## src/rtl/pipe_stage_reg_pkg.sv

```systemverilog
// Constants shared by every F/D/E/M/W stage register instance.
// Keeps the boot PC, the bubble encoding and the exception width in one place.
package pipe_stage_reg_pkg;

    localparam logic [31:0] RESET_PC_DEFAULT = 32'h0000_3000;
    localparam logic [31:0] NOP_INSTR        = 32'h0000_0000;
    localparam int          EXC_W_DEFAULT    = 5;

    function automatic logic [1:0] entryCount(input logic mainValid, input logic skidValid);
        return {1'b0, mainValid} + {1'b0, skidValid};
    endfunction

endpackage

```

## src/rtl/pipe_entry_reg.sv

```systemverilog
// One pipeline entry (valid, pc, instr, exc) with load enable and clear.
// Clear wins over load and keeps the PC so a killed slot still shows where it was.
module pipe_entry_reg
    import pipe_stage_reg_pkg::*;
#(
    parameter int              PC_W     = 32,
    parameter int              INSTR_W  = 32,
    parameter int              EXC_W    = EXC_W_DEFAULT,
    parameter logic [PC_W-1:0] RESET_PC = PC_W'(RESET_PC_DEFAULT)
) (
    input  logic               clk,
    input  logic               reset,
    input  logic               load_i,
    input  logic               clear_i,
    input  logic [PC_W-1:0]    pc_i,
    input  logic [INSTR_W-1:0] instr_i,
    input  logic [EXC_W-1:0]   exc_i,
    output logic               valid_o,
    output logic [PC_W-1:0]    pc_o,
    output logic [INSTR_W-1:0] instr_o,
    output logic [EXC_W-1:0]   exc_o
);

    logic               valid_q, valid_d;
    logic [PC_W-1:0]    pc_q, pc_d;
    logic [INSTR_W-1:0] instr_q, instr_d;
    logic [EXC_W-1:0]   exc_q, exc_d;

    always_comb begin
        valid_d = valid_q;
        pc_d    = pc_q;
        instr_d = instr_q;
        exc_d   = exc_q;
        if (clear_i) begin
            valid_d = 1'b0;
            instr_d = INSTR_W'(NOP_INSTR);
            exc_d   = '0;
        end else if (load_i) begin
            valid_d = 1'b1;
            pc_d    = pc_i;
            instr_d = instr_i;
            exc_d   = exc_i;
        end
    end

    always_ff @(posedge clk or negedge reset) begin
        if (!reset) begin
            valid_q <= 1'b0;
            pc_q    <= RESET_PC;
            instr_q <= INSTR_W'(NOP_INSTR);
            exc_q   <= '0;
        end else begin
            valid_q <= valid_d;
            pc_q    <= pc_d;
            instr_q <= instr_d;
            exc_q   <= exc_d;
        end
    end

    assign valid_o = valid_q;
    assign pc_o    = pc_q;
    assign instr_o = instr_q;
    assign exc_o   = exc_q;

endmodule

```

## src/rtl/pipe_stage_reg.sv

```systemverilog
// Pipeline stage register with an optional skid entry so in_ready never depends on out_ready.
// Stall only gates acceptance; flush empties the stage but leaves the last PC visible.
module pipe_stage_reg
    import pipe_stage_reg_pkg::*;
#(
    parameter int              PC_W     = 32,
    parameter int              INSTR_W  = 32,
    parameter int              EXC_W    = EXC_W_DEFAULT,
    parameter logic [PC_W-1:0] RESET_PC = PC_W'(RESET_PC_DEFAULT),
    parameter int              SKID     = 1
) (
    input  logic               clk,
    input  logic               reset,
    input  logic               stall,
    input  logic               flush,
    input  logic               in_valid,
    output logic               in_ready,
    input  logic [PC_W-1:0]    in_pc,
    input  logic [INSTR_W-1:0] in_instr,
    input  logic [EXC_W-1:0]   in_exc,
    output logic               out_valid,
    input  logic               out_ready,
    output logic [PC_W-1:0]    out_pc,
    output logic [INSTR_W-1:0] out_instr,
    output logic [EXC_W-1:0]   out_exc,
    output logic [1:0]         occupancy
);

    logic               accept, emit, mainOpen, mainLoad, mainClear;
    logic               mainValid, skidValid;
    logic [PC_W-1:0]    mainPc, skidPc, loadPc;
    logic [INSTR_W-1:0] mainInstr, skidInstr, loadInstr;
    logic [EXC_W-1:0]   mainExc, skidExc, loadExc;

    assign accept    = in_valid & in_ready;
    assign emit      = mainValid & out_ready;
    assign mainOpen  = !mainValid | emit;
    assign mainLoad  = !flush & mainOpen & (skidValid | accept);
    assign mainClear = flush | (mainOpen & !skidValid & !accept);

    // A waiting skid entry is older than anything arriving now, so it takes the main slot first.
    assign loadPc    = skidValid ? skidPc    : in_pc;
    assign loadInstr = skidValid ? skidInstr : in_instr;
    assign loadExc   = skidValid ? skidExc   : in_exc;

    pipe_entry_reg #(
        .PC_W     (PC_W),
        .INSTR_W  (INSTR_W),
        .EXC_W    (EXC_W),
        .RESET_PC (RESET_PC)
    ) u_main (
        .clk     (clk),
        .reset   (reset),
        .load_i  (mainLoad),
        .clear_i (mainClear),
        .pc_i    (loadPc),
        .instr_i (loadInstr),
        .exc_i   (loadExc),
        .valid_o (mainValid),
        .pc_o    (mainPc),
        .instr_o (mainInstr),
        .exc_o   (mainExc)
    );

    generate
        if (SKID != 0) begin : g_skid
            logic skidLoad, skidClear;

            assign in_ready  = !skidValid & !stall;
            assign skidLoad  = !flush & mainValid & !emit & accept;
            assign skidClear = flush | (emit & skidValid);

            pipe_entry_reg #(
                .PC_W     (PC_W),
                .INSTR_W  (INSTR_W),
                .EXC_W    (EXC_W),
                .RESET_PC (RESET_PC)
            ) u_skid (
                .clk     (clk),
                .reset   (reset),
                .load_i  (skidLoad),
                .clear_i (skidClear),
                .pc_i    (in_pc),
                .instr_i (in_instr),
                .exc_i   (in_exc),
                .valid_o (skidValid),
                .pc_o    (skidPc),
                .instr_o (skidInstr),
                .exc_o   (skidExc)
            );
        end else begin : g_noskid
            assign in_ready  = (!mainValid | out_ready) & !stall;
            assign skidValid = 1'b0;
            assign skidPc    = '0;
            assign skidInstr = '0;
            assign skidExc   = '0;
        end
    endgenerate

    assign out_valid = mainValid;
    assign out_pc    = mainPc;
    assign out_instr = mainValid ? mainInstr : INSTR_W'(NOP_INSTR);
    assign out_exc   = mainExc;
    assign occupancy = entryCount(mainValid, skidValid);

endmodule

```

## config.mk

```make
export PLATFORM = sky130hd
export DESIGN_NAME = pipe_stage_reg
export DESIGN_NICKNAME = d
export VERILOG_FILES = /design/src/rtl/pipe_stage_reg_pkg.sv /design/src/rtl/pipe_entry_reg.sv /design/src/rtl/pipe_stage_reg.sv
export SDC_FILE = /design/constraint.sdc
export NUM_CORES = 1
export LEC_CHECK = 0
export ABC_AREA = 0
export CORE_MARGIN = 5
export CORE_UTILIZATION = 30
export DETAILED_ROUTE_END_ITERATION = 16
export MAX_ROUTING_LAYER = met4
export SLEW_MARGIN = 0
export SYNTH_ARGS = -nofsm -noshare
export SYNTH_HDL_FRONTEND = slang
export SYNTH_SLANG_ARGS = --single-unit
```

## constraint.sdc

```tcl
create_clock -name clk -period 1.5 [get_ports clk]
set_input_delay 0.3 -clock clk [delete_from_list [all_inputs] [get_ports clk]]
set_output_delay 0.3 -clock clk [all_outputs]
set_load 0.02 [all_outputs]
```

# Word-level counts from Yosys, hierarchy flattened
# Index checks and enable logic that the tools add are counted.
[word_totals]
word_cells = 52
register_bits = 140
output_inout_bits = 73
[classes]
mux = 16
bitwise = 17
n_reduce_logical = 10
n_addsub = 1
[ops]
columns = ["op", "count"]
rows = [
  ["32-bit 2-to-1 mux", 7],
  ["5-bit 2-to-1 mux", 5],
  ["1-bit bitwise AND", 11],
  ["1-bit logical NOT", 6],
  ["1-bit 2-to-1 mux", 4],
  ["1-bit bitwise OR", 4],
  ["2-bit AND reduction", 2],
  ["2-bit nonzero test", 2],
  ["1-bit by 1-bit adder with 2-bit output", 1],
  ["1-bit inverter", 2],
]

# Depth between registers and ports, before layout
# Gate-level depths: netlist of the first run.
[logic_depth]
ltp_word = 8
ltp_mapped = 6

# Cells and area by module
# Synthesis of the first run repeated with hierarchy kept, for this count alone.
[unflattened]
hier_cells = 505
area_unflattened_um2 = 7124.3
[modules_own_cells]
columns = ["mod", "instances", "seq_area_each_um2", "cells_per_inst", "area_per_inst_um2"]
rows = [
  ["pipe_entry_reg", 2, 1754.2, 191, 2832.7],
  ["pipe_stage_reg", 1, 0.0, 123, 1458.9],
]

# Worst setup path before layout of the first run
# Ideal clock, no wire load.
[synth_timing]
path_kind = "flip-flop to flip-flop"
startpoint = "register u_main.valid_q (netlist: u_main.valid_o)"
endpoint = "register g_skid.u_skid.pc_q[10] (netlist: g_skid.u_skid.pc_o[10])"
stages_incl_launch_ff = 6
slack_ps = -93
period_less_slack_ps = 1593
arrival_time_ps = 1467
path_buffers = 2
setup_time_ps = 125
path_cell_list = "dfrtp_1 buf_4 nor4b_4 nand2_2 buf_6 mux2_4"
[synth_via]
elab_chain_cells = 5
[synth_rtl]
columns = ["item", "line", "rtl"]
rows = [
  ["start, declared", "pipe_entry_reg.sv:24", "logic valid_q, valid_d;"],
  ["start signal, assigned", "pipe_entry_reg.sv:53", "valid_q <= valid_d;"],
  ["1-bit bitwise AND", "pipe_stage_reg.sv:36", "assign emit = mainValid & out_ready;"],
  ["1-bit logical NOT / 1-bit bitwise AND (equally long branches)", "pipe_stage_reg.sv:70, pipe_stage_reg.sv:71", ""],
  ["1-bit bitwise AND / 1-bit bitwise OR (equally long branches)", "pipe_stage_reg.sv:70, pipe_stage_reg.sv:71", ""],
  ["1-bit bitwise AND / 1-bit inverter (equally long branches)", "n/a", ""],
  ["2-bit AND reduction (no source line) *", "n/a", ""],
  ["end signal, assigned", "pipe_entry_reg.sv:54", "pc_q <= pc_d;"],
  ["end, declared", "pipe_entry_reg.sv:25", "logic [PC_W-1:0] pc_q, pc_d;"],
]
# Every way passes the cells marked *; elsewhere a longest branch is shown, timed or not.
# A chain may end at the register's enable or synchronous reset.

# Worst setup path after layout of the first run
[layout_timing]
startpoint = "register g_skid.u_skid.valid_q (netlist: g_skid.u_skid.valid_o)"
endpoint = "register g_skid.u_skid.pc_q[6] (netlist: g_skid.u_skid.pc_o[6])"
[layout_via]
elab_chain_cells = 5
[layout_rtl]
columns = ["item", "line", "rtl"]
rows = [
  ["start, declared", "pipe_entry_reg.sv:24", ""],
  ["start signal, assigned", "pipe_entry_reg.sv:53", ""],
  ["1-bit logical NOT", "pipe_stage_reg.sv:69", "assign in_ready = !skidValid & !stall;"],
  ["1-bit bitwise AND", "pipe_stage_reg.sv:69", ""],
  ["1-bit bitwise AND", "pipe_stage_reg.sv:35", "assign accept = in_valid & in_ready;"],
  ["1-bit bitwise AND", "pipe_stage_reg.sv:70", "assign skidLoad = !flush & mainValid & !emit & accept;"],
  ["2-bit AND reduction (no source line) *", "n/a", ""],
]
# Marks and branches as above.

==> results of run 1 <==
-- area by class of cell --
class / instances / area [sq um] / share of cell area (%)
flip-flops and latches: 140 / 3510 / 34.6
repair buffers: 213 / 2450 / 24.2
clock buffers: 18 / 439 / 4.33
diodes: 1 / 2.50 / 0.0246
inverters: 1 / 3.75 / 0.0370
clock inverters: 13 / 164 / 1.61
multi-input cells: 256 / 3230 / 31.9
well taps: 275 / 344 / 3.39
-- routing by layer --
metal | share of wire [%] | wire length, microns | global-route usage, % | vias to the layer above
met4 | 1.5 | 303 | 4.46 | 0
li1 | - | - | - | 2031
met2 | 47 | 9450 | 22.9 | 131
met5 | 0 | 0 | - | -
met3 | 6.1 | 1230 | 4.80 | 23
met1 | 46 | 9210 | 20.0 | 2358
-- cells in the final DEF, fill, tap and decap left out, types with 2 or more instances in the layout --
| cell type | synthesis | layout |
|---|---|---|
| clkinvlp_4 | 0 | 2 |
| o2bb2ai_4 | 0 | 17 |
| nor2_4 | 0 | 2 |
| buf_16 | 0 | 4 |
| mux2i_1 | 37 | 37 |
| dfstp_2 | 4 | 4 |
| clkdlybuf4s15_1 | 0 | 2 |
| clkinv_4 | 0 | 2 |
| inv_6 | 0 | 3 |
| and2_4 | 0 | 14 |
| buf_12 | 0 | 18 |
| mux2_4 | 29 | 54 |
| buf_2 | 2 | 20 |
| bufinv_16 | 0 | 3 |
| clkinv_2 | 0 | 3 |
| and2_1 | 34 | 20 |
| buf_4 | 14 | 18 |
| nand2_1 | 2 | 2 |
| clkbuf_16 | 0 | 30 |
| a32o_1 | 37 | 36 |
| buf_6 | 12 | 25 |
| nor4b_4 | 1 | 2 |
| dfrtp_1 | 136 | 134 |
| buf_8 | 0 | 6 |
| mux2_2 | 67 | 42 |
| clkdlybuf4s50_1 | 0 | 73 |
| dlygate4sd2_1 | 0 | 33 |
| o2bb2ai_2 | 0 | 20 |
-- logic make-up after synthesis --
family	share of synthesized area [%]
muxes	24.4
buffers and inverters	4.44
and+or+nand+nor	4.73
adders and majority gates	0.195
DFF	54.8
AOI/OAI and AO/OA	11.5
-- sequential cells by signal, indices dropped and copies added (netlist names) --
register / cells
g_skid.u_skid.exc_o: 5
g_skid.u_skid.instr_o: 32
g_skid.u_skid.pc_o: 32
g_skid.u_skid.valid_o: 1
u_main.exc_o: 5
u_main.instr_o: 32
u_main.pc_o: 32
u_main.valid_o: 1
-- worst max-delay path, delay by kind of cell, from the launching register on --
| family | cells | cell delay, ns |
|---|---|---|
| buffers and inverters | 2 | 0.36 |
| DFF | 1 | 0.51 |
| muxes | 1 | 0.29 |
| and+or+nand+nor | 2 | 0.54 |
-- stage by stage --
step	utilization, %	TNS, ns	area [sq um]	instances
after global placement	39.6	-61.52	8330	851
after detailed placement	39.6	-66.85	8330	851
after floorplan	-	-0.0586	6410	433
after global routing	48.3	-45.04	10200	916
after CTS	43.1	-31.93	9070	895
final	48.3	-36.50	10200	917
-- repair_timing --
item,CTS,global route
setup endpoints to repair,211,177
buffers inserted,7,9
gates cloned,5,17
hold buffers,1,0
hold endpoints to repair,24,0
pin swaps,23,45
resized for setup,217,139
-- report_power, final --
group,switching [W],internal [W]
combinational,0.000834,0.00104
sequential,0.000233,0.00416
clock,0.00169,0.00266
-- worst max-delay path by stage --
stage / start / to / depth (start not counted)
detailed placement: stall / u_main.instr_o[28]$_DFFE_PN0P_ / 6
finish: g_skid.u_skid.valid_o$_DFFE_PN0P_ / g_skid.u_skid.pc_o[6]$_DFFE_PN0P_ / 5
floorplan: u_main.valid_o$_DFFE_PN0P_ / g_skid.u_skid.pc_o[10]$_DFFE_PN0P_ / 5
global placement: stall / u_main.instr_o[31]$_DFFE_PN0P_ / 6
global route: g_skid.u_skid.valid_o$_DFFE_PN0P_ / g_skid.u_skid.pc_o[6]$_DFFE_PN0P_ / 5
CTS: u_main.valid_o$_DFFE_PN0P_ / occupancy[0] / 4
==> results.cfg, run 1 <==
[detailed_routing]
vias = 4543
drt_wl_total_mm = 20.2
wl_per_cell_microns = 22.0
viasPerCell = 4.95
dr.pass1.iters = 4
postRouteAntennaNets = 0
post-route-drc-count = 0
initialDrtViolationCount = 155

[floorplanning]
die_y_microns = 156
pin_count = 148
dieArea_sq_mm = 0.0244
core_area_sq_mm = 0.0210
rows = 53
die_x_microns = 156
initial_core_util_pct = 30.5

[global_route]
track_usage_pct = 15.3
antenna_found_initial = 0
grt_pass1_wl_mm = 27.8
grt_start_max_net_pins = 39
overflow = 0
first_global_vias = 4880

[timing]
final-setup-viol-count = 175
worst_slack_ns = -0.312
rsz0062_at_grt = true
slew_headroom_pct = 65.9
period_needed_ns = 1.81
worst_pin_slew_ns = 0.511
fin_crit_sh_pct = 121
hold_viol = 0
slew_violations = 0
fin_hold_ws_ns = 0.324
skew_ns = 0.00823
fmax_mhz = 552

[placement]
portBuffers = 147
gp_congestion = 0.776
hpwl_mm = 11.3
dp_slack_ns = -0.555

[status]
violations = setup timing
outcome = finished with violations

[yosys]
syn-cell-area_sq_mm = 0.00640
synth_ff_type = dfrtp_1
synthCells = 433
synth-seq-area-share_pct = 54.8
synth_most_common_cell = dfrtp_1
synthTopCellsByCount = dfrtp_1 (136), mux2_2 (67), a32o_1 (37), mux2i_1 (37), o2bb2ai_1 (37)
ys_types = 26
ys_top_cells_by_area = dfrtp_1 (53%), mux2_2 (12%), mux2_4 (6.8%)
syn_nets = 509
syn_area_per_cell_sq_um = 14.8
yosysTopAreaCell = dfrtp_1
synth_edf_count = 0
synth_top_area_share_pct = 53.2
yosys_warnings = 0
synthArstFlopShare_pct = 100
ys_ff_latch = 140

[min_path]
hold_class = in2async

[power_and_ir_drop]
finalPower_w = 0.0106
irDropWorstVdd_mv = 0.793
power-per-cell-area_mw_per_mm2 = 1050
total_leakage_power_nw = 4.60

[setup_path]
critPathMaxFanout = 6
reg2reg_setup_slack_ns = -0.31
cpPeakStageDelay_ns = 0.51
worst_r2r_endpoint = g_skid.u_skid.pc_o[6]$_DFFE_PN0P_
cp_cell_sequence = buf_12 > nor4b_4 > nand2_4 > clkbuf_16 > mux2_4
worst_ep_required_time_ns = 1.81
cp.arrival_ns = 2.12
r2r_cells = 5
crit_slowest_cell = dfrtp_4
rr_startpoint = g_skid.u_skid.valid_o$_DFFE_PN0P_
critPathKind = reg2reg
critPathCaptureType = flip-flop
critPathLaunchType = flip-flop

[cts]
ctsHtreeMaxLevel = 4
cts_num_sinks = 140
clk_path_buf_depth = 2
clk_pin_slew_ns = 0.06
numCtsBuffers = 17
clock_latency_ns = 0.42
cts_root_buf = clkbuf_16
cts_tree = built

[finish]
nFillCells = 1797
area_growth_pct = 58.6
final_nets = 705
drive_gt1_share_pct = 46.8

[run]
cap_viol_max_count = 0
Power figures use the tool's default switching activity.
==> inputs of run 2 (changes only) <==
--- a/config.mk
+++ b/config.mk
@@ -10,6 +10,7 @@
 export CORE_UTILIZATION = 30
 export DETAILED_ROUTE_END_ITERATION = 16
 export MAX_ROUTING_LAYER = met4
+export RECOVER_POWER = 50
 export SLEW_MARGIN = 0
 export SYNTH_ARGS = -nofsm -noshare
 export SYNTH_HDL_FRONTEND = slang
==> results.cfg, run 2 (synthesis gave the netlist of run 1 again) <==
[status]
outcome = finished with violations
violations = setup timing

[detailed_routing]
dr.pass1.iters = 6
drt_wl_total_mm = 20.2
viasPerCell = 4.94
initialDrtViolationCount = 155
postRouteAntennaNets = 0
wl_per_cell_microns = 22.0
vias = 4532
post-route-drc-count = 0

[timing]
fin_hold_ws_ns = 0.495
hold_viol = 0
slew_violations = 0
final-setup-viol-count = 175
fmax_mhz = 552
rsz0062_at_grt = true
fin_crit_sh_pct = 121
worst_pin_slew_ns = 0.852
skew_ns = 0.00827
period_needed_ns = 1.81
worst_slack_ns = -0.312
slew_headroom_pct = 43.2

[min_path]
hold_class = reg2reg

[global_route]
overflow = 0
track_usage_pct = 15.3
antenna_found_initial = 0
grt_start_max_net_pins = 39
first_global_vias = 4880
grt_pass1_wl_mm = 27.8

[setup_path]
critPathLaunchType = flip-flop
critPathCaptureType = flip-flop
critPathKind = reg2reg
crit_slowest_cell = dfrtp_4
path_buf_inv = 2
crit_family = simple AND/OR/NAND/NOR gates
critPathMaxFanout = 6
cpPeakStageDelay_ns = 0.51
cp_cell_sequence = buf_12 > nor4b_4 > nand2_4 > clkbuf_16 > mux2_4
cp.arrival_ns = 2.12
worst_ep_required_time_ns = 1.81

[placement]
hpwl_mm = 11.3
dp_slack_ns = -0.555
dpl-instance-area_sq_mm = 0.00833
gp_congestion = 0.776
portBuffers = 147

[finish]
mostFrequentLayoutCells = dfrtp_1 (134), clkdlybuf4s50_1 (73), mux2_4 (54)
final_common_cell = dfrtp_1
fin_area_sq_mm = 0.0101
final_nets = 705
nFillCells = 1804
drive_gt1_share_pct = 46.8
area_growth_pct = 58.1

[power_and_ir_drop]
comb_power_share_pct = 17.6
power_frac_seq_pct = 41.4
p_switching_w = 0.00276
finalPower_w = 0.0106
power-per-cell-area_mw_per_mm2 = 1050
total_leakage_power_nw = 4.59
clockPowerShare_pct = 41.0
switching_share_pct = 26.0
irDropWorstVdd_mv = 0.792
power.internal_w = 0.00786

[floorplanning]
rows = 53
initial_core_util_pct = 30.5
dieArea_sq_mm = 0.0244
core_area_sq_mm = 0.0210
die_x_microns = 156
die_y_microns = 156
pin_count = 148

[run]
cap_viol_max_count = 0

[cts]
ctsHtreeMaxLevel = 4
numCtsBuffers = 17
clock_latency_ns = 0.42
cts_num_sinks = 140
cts_tree = built
clk_pin_slew_ns = 0.06
cts_root_buf = clkbuf_16
clk_path_buf_depth = 2
==> run 2: cell types whose count changed in the layout (fill, tap and decap cells not counted) <==
cell	before	now
buf_12	18	16
buf_4	18	16
buf_6	25	26
clkbuf_2	0	3
==> run 2: power by group through the flow <==
stage	sequential (W)	combinational, W	clock (W)
CTS	0.00437	0.00163	0.00443
floorplan	0.00462	0.000594	0
global route	0.00444	0.00199	0.00460
finish	0.00440	0.00187	0.00435
detailed placement	0.00443	0.00171	0
global placement	0.00442	0.00169	0
==> run 2: path summary, 6_finish.rpt <==
check	startpoint	endpoint	slack, ns	cells after the start
setup reg to reg	g_skid.u_skid.valid_o$_DFFE_PN0P_	g_skid.u_skid.pc_o[6]$_DFFE_PN0P_	-0.31	5
min in group asynchronous	reset	u_main.pc_o[16]$_DFFE_PN0P_	0.51	2
setup / recovery	g_skid.u_skid.valid_o$_DFFE_PN0P_	g_skid.u_skid.pc_o[6]$_DFFE_PN0P_	-0.31	5
max in group asynchronous	reset	u_main.pc_o[13]$_DFFE_PN1P_	0.17	3
hold / removal	u_main.instr_o[9]$_DFFE_PN0P_	u_main.instr_o[9]$_DFFE_PN0P_	0.50	1
hold reg to reg	u_main.instr_o[9]$_DFFE_PN0P_	u_main.instr_o[9]$_DFFE_PN0P_	0.50	1
==> run 2: layout make-up <==
cell class / count / area [sq um] / share of cell area (%)
Tap cell: 275 / 344 / 3.40
Timing Repair Buffer: 213 / 2420 / 23.9
Antenna cell: 1 / 2.50 / 0.0247
Sequential cell: 140 / 3510 / 34.7
Multi-Input combinational cell: 256 / 3230 / 31.9
Clock inverter: 13 / 164 / 1.62
Clock buffer: 18 / 439 / 4.34
Inverter: 1 / 3.75 / 0.0371
==> run 2: per-layer routing <==
layer,track usage (%),vias to the layer above,part of all wire (%),wire [microns]
met5,-,-,0,0
met4,4.46,0,1.5,303
met3,4.80,23,6.0,1220
met2,22.9,132,47,9440
met1,20.0,2346,46,9220
li1,-,2031,-,-
==> run 2: stage by stage <==
stage | instances | setup TNS [ns] | utilization (%)
final | 917 | -36.74 | 48.2
after global placement | 851 | -61.52 | 39.6
after global routing | 916 | -45.10 | 48.2
after detailed placement | 851 | -66.85 | 39.6
after floorplan | 433 | -0.0586 | -
after CTS | 895 | -31.93 | 43.1
==> run 2: what timing repair did <==
item                                    4_1_cts  5_1_grt
endpoints found under the setup margin      211      177
setup buffers                                 7        9
pin swaps                                    23       45
hold buffers                                  1        0
resized for setup                           217      139
endpoints found under the hold margin        24        0
gates cloned                                  5       17
